<file path="config.mk">
export PLATFORM = sky130hd
export DESIGN_NAME = rom_dl_sequencer
export DESIGN_NICKNAME = d
export VERILOG_FILES = /design/src/rtl/kb_dl_pkg.sv /design/src/rtl/rom_region_decode.sv /design/src/rtl/rom_dl_sequencer.sv
export SDC_FILE = /design/constraint.sdc
export NUM_CORES = 1
export LEC_CHECK = 0
export CAP_MARGIN = 0
export CORE_UTILIZATION = 35
export CTS_CLUSTER_SIZE = 10
export DETAILED_ROUTE_END_ITERATION = 10
export PLACE_DENSITY = 0.6
export SYNTH_ARGS = -nofsm -noshare
export SYNTH_HDL_FRONTEND = slang
export SYNTH_SLANG_ARGS = --single-unit
</file>
<file path="constraint.sdc">
create_clock -name clk_sys -period 2.7 [get_ports clk_sys]
set_input_delay 0.405 -clock clk_sys [delete_from_list [all_inputs] [get_ports clk_sys]]
set_output_delay 0.405 -clock clk_sys [all_outputs]
set_load 0.02 [all_outputs]
</file>
<file path="src/rtl/kb_dl_pkg.sv">
// Shared types and address-map helper for the HPS ROM download path.
package kb_dl_pkg;

  localparam int unsigned ADDR_W = 16;
  localparam int unsigned DATA_W = 8;
  localparam int unsigned CNT_W  = 17;

  typedef enum logic [2:0] {IDLE, LOAD, FLUSH, HOLD, RUN} state_e;

  typedef enum logic [2:0] {RGN_PRG, RGN_GFX, RGN_SND, RGN_PROM, RGN_NONE} region_e;

  typedef struct packed {
    logic [ADDR_W-1:0] addr;
    logic [DATA_W-1:0] data;
  } dl_beat_t;

  // Base offset of each region in the flat map; RGN_NONE yields the end of the map.
  function automatic logic [CNT_W-1:0] region_base(
    input region_e           rgn,
    input logic [ADDR_W-1:0] prg_size,
    input logic [ADDR_W-1:0] gfx_size,
    input logic [ADDR_W-1:0] snd_size,
    input logic [ADDR_W-1:0] prom_size
  );
    logic [CNT_W-1:0] base;
    base = '0;
    case (rgn)
      RGN_PRG:  base = '0;
      RGN_GFX:  base = CNT_W'(prg_size);
      RGN_SND:  base = CNT_W'(prg_size) + CNT_W'(gfx_size);
      RGN_PROM: base = CNT_W'(prg_size) + CNT_W'(gfx_size) + CNT_W'(snd_size);
      default:  base = CNT_W'(prg_size) + CNT_W'(gfx_size) + CNT_W'(snd_size)
                     + CNT_W'(prom_size);
    endcase
    return base;
  endfunction

endpackage

</file>
<file path="src/rtl/rom_region_decode.sv">
// Flat download address to region index and region-relative address.
module rom_region_decode
  import kb_dl_pkg::*;
#(
  parameter logic [ADDR_W-1:0] PRG_SIZE  = 16'h3000,
  parameter logic [ADDR_W-1:0] GFX_SIZE  = 16'h1000,
  parameter logic [ADDR_W-1:0] SND_SIZE  = 16'h1800,
  parameter logic [ADDR_W-1:0] PROM_SIZE = 16'h0020
) (
  input  logic [ADDR_W-1:0] addr,
  output region_e           region_c,
  output logic [ADDR_W-1:0] rel_addr_c
);

  localparam logic [CNT_W-1:0] GFX_BASE  = region_base(RGN_GFX,  PRG_SIZE, GFX_SIZE, SND_SIZE, PROM_SIZE);
  localparam logic [CNT_W-1:0] SND_BASE  = region_base(RGN_SND,  PRG_SIZE, GFX_SIZE, SND_SIZE, PROM_SIZE);
  localparam logic [CNT_W-1:0] PROM_BASE = region_base(RGN_PROM, PRG_SIZE, GFX_SIZE, SND_SIZE, PROM_SIZE);
  localparam logic [CNT_W-1:0] MAP_END   = region_base(RGN_NONE, PRG_SIZE, GFX_SIZE, SND_SIZE, PROM_SIZE);

  logic [CNT_W-1:0] addr_x;
  logic [CNT_W-1:0] base;

  // Bounds compared 17 bits wide so a map ending at 64K cannot wrap.
  always_comb begin
    addr_x   = CNT_W'(addr);
    region_c = RGN_NONE;
    base     = '0;
    if (addr_x < GFX_BASE) begin
      region_c = RGN_PRG;
      base     = '0;
    end else if (addr_x < SND_BASE) begin
      region_c = RGN_GFX;
      base     = GFX_BASE;
    end else if (addr_x < PROM_BASE) begin
      region_c = RGN_SND;
      base     = SND_BASE;
    end else if (addr_x < MAP_END) begin
      region_c = RGN_PROM;
      base     = PROM_BASE;
    end
    rel_addr_c = ADDR_W'(addr_x - base);
  end

endmodule

</file>
<file path="src/rtl/rom_dl_sequencer.sv">
// Routes the HPS ioctl download into per-region ROM write ports and
// sequences the game core reset around the download.
module rom_dl_sequencer
  import kb_dl_pkg::*;
#(
  parameter logic [ADDR_W-1:0] PRG_SIZE    = 16'h3000,
  parameter logic [ADDR_W-1:0] GFX_SIZE    = 16'h1000,
  parameter logic [ADDR_W-1:0] SND_SIZE    = 16'h1800,
  parameter logic [ADDR_W-1:0] PROM_SIZE   = 16'h0020,
  parameter int unsigned       RELEASE_CYC = 1024
) (
  input  logic              clk_sys,
  input  logic              I_RESET_n,
  input  logic              dn_download,
  input  logic              dn_wr,
  input  logic [ADDR_W-1:0] dn_addr,
  input  logic [DATA_W-1:0] dn_data,
  input  logic              reset_req,
  output logic              wr_prg,
  output logic              wr_gfx,
  output logic              wr_snd,
  output logic              wr_prom,
  output logic [ADDR_W-1:0] wr_addr,
  output logic [DATA_W-1:0] wr_data,
  output logic              core_reset,
  output logic              dl_busy,
  output logic              dl_error,
  output logic [CNT_W-1:0]  dl_count
);

  localparam int unsigned      HOLD_W    = $clog2(RELEASE_CYC + 1);
  localparam logic [HOLD_W-1:0] HOLD_LAST = HOLD_W'(RELEASE_CYC - 1);
  localparam logic [CNT_W-1:0] TOTAL     = region_base(RGN_NONE, PRG_SIZE, GFX_SIZE, SND_SIZE, PROM_SIZE);
  localparam logic [CNT_W-1:0] CNT_MAX   = '1;

  state_e            state, state_nxt;
  logic [HOLD_W-1:0] hold_cnt, hold_cnt_nxt;
  logic              dl_q;
  logic              dl_rise, dl_fall, accept;
  region_e           rgn_c;
  logic [ADDR_W-1:0] rel_addr_c;
  logic [CNT_W-1:0]  count_nxt;
  logic              error_nxt;
  dl_beat_t          beat_q;

  rom_region_decode #(
    .PRG_SIZE  (PRG_SIZE),
    .GFX_SIZE  (GFX_SIZE),
    .SND_SIZE  (SND_SIZE),
    .PROM_SIZE (PROM_SIZE)
  ) u_decode (
    .addr       (dn_addr),
    .region_c   (rgn_c),
    .rel_addr_c (rel_addr_c)
  );

  always_comb begin
    dl_rise = dn_download & ~dl_q;
    dl_fall = ~dn_download & dl_q;
    accept  = (state == LOAD) & dn_wr;
  end

  always_ff @(posedge clk_sys or negedge I_RESET_n) begin
    if (!I_RESET_n) begin
      state    <= HOLD;
      hold_cnt <= '0;
    end else begin
      state    <= state_nxt;
      hold_cnt <= hold_cnt_nxt;
    end
  end

  // A new download may preempt the release countdown or a running core.
  always_comb begin
    state_nxt    = state;
    hold_cnt_nxt = hold_cnt;
    case (state)
      IDLE: begin
        state_nxt    = dl_rise ? LOAD : HOLD;
        hold_cnt_nxt = '0;
      end
      LOAD: begin
        if (dl_fall) state_nxt = FLUSH;
      end
      FLUSH: begin
        state_nxt    = HOLD;
        hold_cnt_nxt = '0;
      end
      HOLD: begin
        if (dl_rise)                    state_nxt    = LOAD;
        else if (hold_cnt == HOLD_LAST) state_nxt    = RUN;
        else                            hold_cnt_nxt = hold_cnt + HOLD_W'(1);
      end
      RUN: begin
        if (dl_rise) state_nxt = LOAD;
      end
      default: begin
        state_nxt    = HOLD;
        hold_cnt_nxt = '0;
      end
    endcase
  end

  // The short check sees the count including a write landing on the falling edge.
  always_comb begin
    count_nxt = dl_count;
    error_nxt = dl_error;
    if (state_nxt == LOAD && state != LOAD) begin
      count_nxt = '0;
      error_nxt = 1'b0;
    end else begin
      if (accept && dl_count != CNT_MAX) count_nxt = dl_count + CNT_W'(1);
      if (accept && rgn_c == RGN_NONE)   error_nxt = 1'b1;
      if (state == LOAD && dl_fall && count_nxt < TOTAL) error_nxt = 1'b1;
    end
  end

  always_ff @(posedge clk_sys or negedge I_RESET_n) begin
    if (!I_RESET_n) begin
      dl_q       <= 1'b0;
      wr_prg     <= 1'b0;
      wr_gfx     <= 1'b0;
      wr_snd     <= 1'b0;
      wr_prom    <= 1'b0;
      beat_q     <= '0;
      core_reset <= 1'b1;
      dl_busy    <= 1'b0;
      dl_error   <= 1'b0;
      dl_count   <= '0;
    end else begin
      dl_q       <= dn_download;
      wr_prg     <= accept && (rgn_c == RGN_PRG);
      wr_gfx     <= accept && (rgn_c == RGN_GFX);
      wr_snd     <= accept && (rgn_c == RGN_SND);
      wr_prom    <= accept && (rgn_c == RGN_PROM);
      if (accept && rgn_c != RGN_NONE) beat_q <= '{addr: rel_addr_c, data: dn_data};
      core_reset <= (state != RUN) | reset_req;
      dl_busy    <= (state_nxt == LOAD) || (state_nxt == FLUSH);
      dl_error   <= error_nxt;
      dl_count   <= count_nxt;
    end
  end

  assign wr_addr = beat_q.addr;
  assign wr_data = beat_q.data;

endmodule

</file>
==> flow_metrics.env, run 1 <==
export IMPL_slowest_delay_ns=0.47
export IMPL_ys_async_sr_fraction_pct=100
export IMPL_wl_per_cell_um=14.4
export IMPL_hp_class="input pin to async pin"
export IMPL_grt_pass1_wl_um=12000
export IMPL_layout_common_cells="clkdlybuf4s50_1 (75), dfrtp_1 (59), nor2_1 (36), buf_4 (24), nand2_1 (21)"
export IMPL_syn_area_per_cell_um2=10.5
export IMPL_synthesis_nets=336
export IMPL_area_growth_pct=38.7
export IMPL_slew_headroom_pct=65.5
export IMPL_die_h_um=96.5
export IMPL_drc_errors=0
export IMPL_grt_pass1_vias=2561
export IMPL_cp_max_fo=7
export IMPL_rrSetupSlack_ns=0.18
export IMPL_insertion_delay_ns=0.34
export IMPL_root_buffer="clkbuf_8"
export IMPL_num_io_pins=77
export IMPL_die_area_um2=9320
export IMPL_nets=437
export IMPL_finalMaxSlewViolations=0
export IMPL_drt_iter0_drc=85
export IMPL_crit_type="flop to flop"
export IMPL_nFillCells=821
export IMPL_postCtsHoldBufs=0
export IMPL_numCtsBuffers=9
export IMPL_clk_pin_slew_ns=0.07
export IMPL_synth_edf_count=0
export IMPL_cp_start_kind="flop"
export IMPL_swShare_pct=31.8
export IMPL_initial_core_util_pct=36.0
export IMPL_finalSetupViolCount=0
export IMPL_power_leakage_nw=1.85
export IMPL_dp_cells=496
export IMPL_viasPerCell=4.96
export IMPL_fin_tns_setup_ns=0
export IMPL_synthCells=299
export IMPL_hold_violations=0
export IMPL_grt_use_total_pct=17.3
export IMPL_gp_congestion=0.797
export IMPL_rows=34
export IMPL_irDropWorstVdd_mv=0.351
export IMPL_num_vias=2544
export IMPL_p_clk_share_pct=26.0
export IMPL_maxCapViolations=0
export IMPL_worst_path_dominant_cell_family="simple AND/OR/NAND/NOR gates"
export IMPL_synth_seq_cells=63
export IMPL_yosysSeqAreaShare_pct=50.5
export IMPL_drt_total_wl_um=7410
export IMPL_grt_overflow=0
export IMPL_antenna_left=0
export IMPL_die_w_um=96.5
export IMPL_clk_path_buf_depth=2
export IMPL_diodes=0
export IMPL_internal_power_mw=2.11
export IMPL_cp_arrival_ns=2.76
export IMPL_drive_above_1_share_pct=17.0
export IMPL_first_pass_iters=4
export IMPL_cellPowerDensity_nw_per_um2=712
export IMPL_portBuffers=76
export IMPL_rsz0062_at_grt="no"
export IMPL_worst_slew_pin_slew_ns=0.516
export IMPL_cts_htree_levels=3
export IMPL_cp_data_required_time_ns=2.94
export IMPL_crit_buf_inv=1
export IMPL_fin_crit_ns=2.52
export IMPL_netlist_area_um2=3130
export IMPL_status="complete, no violations"
export IMPL_end_kind="flop"
export IMPL_fin_skew_ns=0.00532
export IMPL_coreArea_um2=8680
export IMPL_max_freq_mhz=396
export IMPL_hpwl_um=5440
export IMPL_yosysWarningCount=0
export IMPL_power_frac_seq_pct=40.8
export IMPL_timing_final_crit_share_pct=93.5
export IMPL_fin_cells=513
export IMPL_crit_path_top_delay_cell="dfrtp_1"
export IMPL_p_sw_mw=0.982
export IMPL_final_common_cell="clkdlybuf4s50_1"
export IMPL_cts_tree="done"
export IMPL_synth_cell_types=52
export IMPL_p_comb_share_pct=33.1
export IMPL_grt_max_degree=24
export IMPL_antenna_found_initial=0
export IMPL_clock_sinks=63
export IMPL_synth_flop_cell="dfrtp_1"
export IMPL_cp_cell_sequence="ha_1, nand3_1, nor3_1, ha_1, buf_4, nand3b_1, nor3_1, mux2i_1, o211a_1, o32ai_1"
==> final timing paths <==
path / startpoint / endpoint / depth (start not counted)
hold / removal: I_RESET_n / dl_count[14] / 1
hold reg to reg: wr_addr[12] / wr_addr[12] / 2
setup / recovery: dl_count[1] / dl_error / 10
min in group clk_sys: wr_addr[12] / wr_addr[12] / 2
max in group asynchronous: I_RESET_n / dl_count[5] / 2
setup reg to reg: dl_count[1] / dl_error / 10
==> worst register-to-register path, cell delays in order, from the launching register on <==
cell and delay, ns:
dfrtp_1 0.47, ha_1 0.25, nand3_1 0.09, nor3_1 0.05, ha_1 0.19, buf_4 0.14, nand3b_1 0.18, nor3_1 0.39
mux2i_1 0.20, o211a_1 0.26, o32ai_1 0.21
==> layout make-up <==
| cell class | count | area, µm² | share of cell area (%) |
|---|---|---|---|
| Sequential cell | 63 | 1580 | 36.5 |
| Multi-Input combinational cell | 216 | 1460 | 33.6 |
| Timing Repair Buffer | 100 | 936 | 21.6 |
| Clock buffer | 12 | 145 | 3.35 |
| Tap cell | 108 | 135 | 3.12 |
| Clock inverter | 4 | 45.0 | 1.04 |
| Inverter | 10 | 37.5 | 0.866 |
==> metrics by stage <==
stage          cell area [µm²]  utilization, %  setup WS (ns)  hold WS (ns)  power (mW)
2_1_floorplan             3130               -         0.0190         0.109        1.79
3_3_place_gp              4140            47.7         0.0181         0.407        2.29
3_5_place_dp              4140            47.7         0.0421         0.409        2.31
4_1_cts                   4330            49.9          0.163        0.0388        3.12
5_1_grt                   4340            50.0         0.0227        0.0582        3.25
6_report                  4340            50.0          0.175        0.0324        3.09
==> sequential cells by signal, summed over array words and instances (netlist names) <==
signal	flops
core_reset	1
wr_prom	1
dl_q	1
wr_prg	1
dl_count	17
dl_error	1
hold_cnt	11
wr_snd	1
wr_addr	16
state	3
dl_busy	1
wr_gfx	1
wr_data	8
==> power groups by stage <==
stage	sequential [mW]	combinational (mW)	clock (mW)
after floorplan	1.48	0.311	0
after global placement	1.27	1.02	0
after detailed placement	1.28	1.03	0
after CTS	1.26	1.03	0.823
after global routing	1.29	1.09	0.869
final	1.26	1.02	0.804
==> metal layers <==
layer  routed length [µm]  share of wire (%)  track usage, %
met4                  114                1.5            6.99
met3                  246                3.3            3.21
met5                    0                  0               0
met1                 3440                 46            22.0
met2                 3600                 49            28.9
==> synth_stat cells (3+ instances only) <==
| master | number | area [µm²] |
|---|---|---|
| dfstp_2 | 3 | 78.8 |
| nor3b_1 | 3 | 22.5 |
| a21oi_1 | 9 | 45.0 |
| and2_1 | 3 | 18.8 |
| ha_1 | 7 | 87.6 |
| clkbuf_1 | 3 | 11.3 |
| xnor2_1 | 15 | 131 |
| nor2_1 | 36 | 135 |
| nand3_1 | 13 | 65.1 |
| mux2_2 | 20 | 225 |
| nor4_1 | 5 | 31.3 |
| inv_1 | 10 | 37.5 |
| dfrtp_1 | 60 | 1500 |
| o21ai_0 | 9 | 45.0 |
| nand2_1 | 21 | 78.8 |
| xor2_1 | 10 | 87.6 |
| nor3_1 | 12 | 60.1 |
| nor2b_1 | 5 | 31.3 |
| nand4_1 | 8 | 50.1 |
| buf_2 | 6 | 30.0 |
| or3_1 | 3 | 18.8 |
==> cells by family (layout without fill, tap and decap cells) <==
| family | Yosys count | in the layout | synth area share [%] |
|---|---|---|---|
| compound gates | 37 | 37 | 7.76 |
| xor+xnor | 25 | 25 | 7.00 |
| fa+ha+maj | 8 | 8 | 3.44 |
| buf+inv | 20 | 126 | 2.88 |
| flops | 63 | 63 | 50.5 |
| mux | 22 | 22 | 7.84 |
| simple gates | 124 | 124 | 20.5 |
==> repair_timing <==
item,4_1_cts,5_1_grt
setup endpoints to repair,0,1
setup buffers,0,1
resized for setup,0,2
hold endpoints to repair,0,0
No activity file was read; power rests on OpenSTA's default activity.
==> run 2: changes to the inputs <==
--- a/config.mk
+++ b/config.mk
@@ -6,10 +6,12 @@
 export NUM_CORES = 1
 export LEC_CHECK = 0
 export CAP_MARGIN = 0
-export CORE_UTILIZATION = 35
+export CORE_ASPECT_RATIO = 2
+export CORE_UTILIZATION = 45
+export CTS_BUF_LIST = sky130_fd_sc_hd__clkbuf_16
 export CTS_CLUSTER_SIZE = 10
 export DETAILED_ROUTE_END_ITERATION = 10
-export PLACE_DENSITY = 0.6
+export PLACE_DENSITY = 0.75
 export SYNTH_ARGS = -nofsm -noshare
 export SYNTH_HDL_FRONTEND = slang
 export SYNTH_SLANG_ARGS = --single-unit
==> run 2 against run 1 <==
Compared with the run above:
- clock-buffer cell count decreased by 3
- setup slack improved by 0.0075 ns
- power increased by 10%
- critical path type unchanged
- cell count decreased by 3.7%
- global-route usage increased by 6.5 points
- first-iteration DRC count increased by 14%
- fmax increased by 0.30%
- largest power group unchanged
- clock skew decreased by 0.0022 ns
==> flow_metrics.env, run 2 (same netlist as run 1, synthesis figures left out) <==
export IMPL_finalMaxSlewViolations=0
export IMPL_nets=438
export IMPL_fin_tns_setup_ns=0
export IMPL_status="complete, no violations"
export IMPL_grt_overflow=0
export IMPL_cp_arrival_ns=2.72
export IMPL_grt_pass1_wl_um=12600
export IMPL_rows=42
export IMPL_die_h_um=120
export IMPL_multi_input_area_um2=1470
export IMPL_area_growth_pct=41.7
export IMPL_antenna_found_initial=0
export IMPL_nFillCells=533
export IMPL_power_leakage_nw=1.89
export IMPL_drt_iter0_drc=97
export IMPL_grt_pass1_vias=2716
export IMPL_cp_data_required_time_ns=2.90
export IMPL_initial_core_util_pct=46.9
export IMPL_clk_pin_slew_ns=0.05
export IMPL_die_w_um=60.9
export IMPL_crit_path_top_delay_cell="dfrtp_1"
export IMPL_drc_errors=0
export IMPL_slew_headroom_pct=58.3
export IMPL_slowest_delay_ns=0.37
export IMPL_portBuffers=76
export IMPL_top_register="dl_count"
export IMPL_diodes=0
export IMPL_final_common_cell="clkdlybuf4s50_1"
export IMPL_drive_above_1_share_pct=17.7
export IMPL_fin_crit_ns=2.52
export IMPL_drt_total_wl_um=7840
export IMPL_root_buffer="clkbuf_16"
export IMPL_hold_violations=0
export IMPL_largest_reg_flops=17
export IMPL_first_pass_iters=4
export IMPL_insertion_delay_ns=0.33
export IMPL_cellPowerDensity_nw_per_um2=768
export IMPL_clk_path_buf_depth=2
export IMPL_crit_type="flop to flop"
export IMPL_cp_max_fo=4
export IMPL_crit_buf_inv=1
export IMPL_numCtsBuffers=9
export IMPL_coreArea_um2=6670
export IMPL_end_kind="flop"
export IMPL_grt_max_degree=30
export IMPL_finalSetupViolCount=0
export IMPL_holdWs_ns=0.0871
export IMPL_max_freq_mhz=397
export IMPL_cp_cell_sequence="nand3_2, nor3_4, nand3_2, nor3_2, ha_2, nand4b_1, nor2_1, buf_4, nand4_1, xor2_1, o211a_1, o32ai_1"
export IMPL_grt_use_total_pct=23.7
export IMPL_irDropWorstVdd_mv=0.463
export IMPL_viasPerCell=5.35
export IMPL_clock_sinks=63
export IMPL_num_io_pins=77
export IMPL_hp_class="input pin to async pin"
export IMPL_timing_final_crit_share_pct=93.2
export IMPL_cts_tree="done"
export IMPL_fin_skew_ns=0.00315
export IMPL_cp_start_kind="flop"
export IMPL_cts_htree_levels=3
export IMPL_regArea_um2=1580
export IMPL_die_area_um2=7310
export IMPL_layout_common_cells="clkdlybuf4s50_1 (75), dfrtp_1 (60), nor2_1 (36), buf_4 (25), nand2_1 (21)"
export IMPL_rsz0062_at_grt="no"
export IMPL_gp_congestion=0.866
export IMPL_maxCapViolations=0
export IMPL_num_vias=2643
export IMPL_hpwl_um=5850
export IMPL_worst_slew_pin_slew_ns=0.625
export IMPL_wl_per_cell_um=15.9
export IMPL_crit_top_cell="nand3_2"
export IMPL_worst_path_dominant_cell_family="simple AND/OR/NAND/NOR gates"
export IMPL_antenna_left=0
-- run 2: cell types whose count changed in the layout (fill, tap and decap cells not counted), moves of 2 or more --
cell / previous run / this run
clkbuf_16: 0 / 9
clkinv_1: 0 / 2
clkbuf_8: 10 / 0
clkbuf_1: 2 / 0
-- run 2: power breakdown --
| part | switching (mW) | total [mW] | internal, mW | leakage [nW] |
|---|---|---|---|---|
| combinational | 0.509 | 1.03 | 0.516 | 0.946 |
| sequential | 0.128 | 1.27 | 1.14 | 0.807 |
| clock | 0.402 | 1.11 | 0.704 | 0.140 |
-- run 2: final cells by class --
cell class,instances,share of cell area [%]
multi-input combinational,216,33.2
clock inverter,7,1.44
sequential,63,35.7
timing repair buffer,101,21.3
clock buffer,9,5.08
tap,88,2.49
inverter,10,0.847
-- run 2: worst paths after layout --
| path | startpoint | to | slack (ns) | cells after the start |
|---|---|---|---|---|
| worst max-delay path | dl_count[8] | dl_error | 0.18 | 12 |
| worst min-delay path | I_RESET_n | wr_addr[2] | 0.09 | 1 |
| worst max register to register | dl_count[8] | dl_error | 0.18 | 12 |
| worst min register to register | wr_addr[11] | wr_addr[11] | 0.48 | 2 |
| max in group asynchronous | I_RESET_n | wr_addr[11] | 1.87 | 2 |
| min in group clk_sys | wr_addr[11] | wr_addr[11] | 0.48 | 2 |
-- run 2: what timing repair did --
item | CTS | global route
setup buffers | 0 | 1
gates resized for setup | 0 | 3
setup endpoints to repair | 0 | 1
hold buffers | 0 | 0
-- run 2: per-stage QoR --
stage	power (mW)	setup WS (ns)	cells	utilization (%)	cell area (µm²)
after floorplan	1.79	0.0190	299	-	3130
after global placement	2.28	0.0592	477	61.7	4120
after detailed placement	2.30	0.00408	477	61.7	4120
after CTS	3.43	0.111	493	66.1	4410
after global routing	3.56	0.0314	494	66.4	4430
final	3.40	0.183	494	66.4	4430
-- run 2: metal layers --
| layer | global-route usage (%) | wire length [µm] | vias to the layer above |
|---|---|---|---|
| met3 | 6.47 | 358 | 21 |
| met2 | 43.0 | 4460 | 88 |
| met1 | 22.8 | 2770 | 1284 |
| met4 | 12.6 | 255 | 0 |
| met5 | 0 | 0 | - |
| li1 | - | - | 1250 |
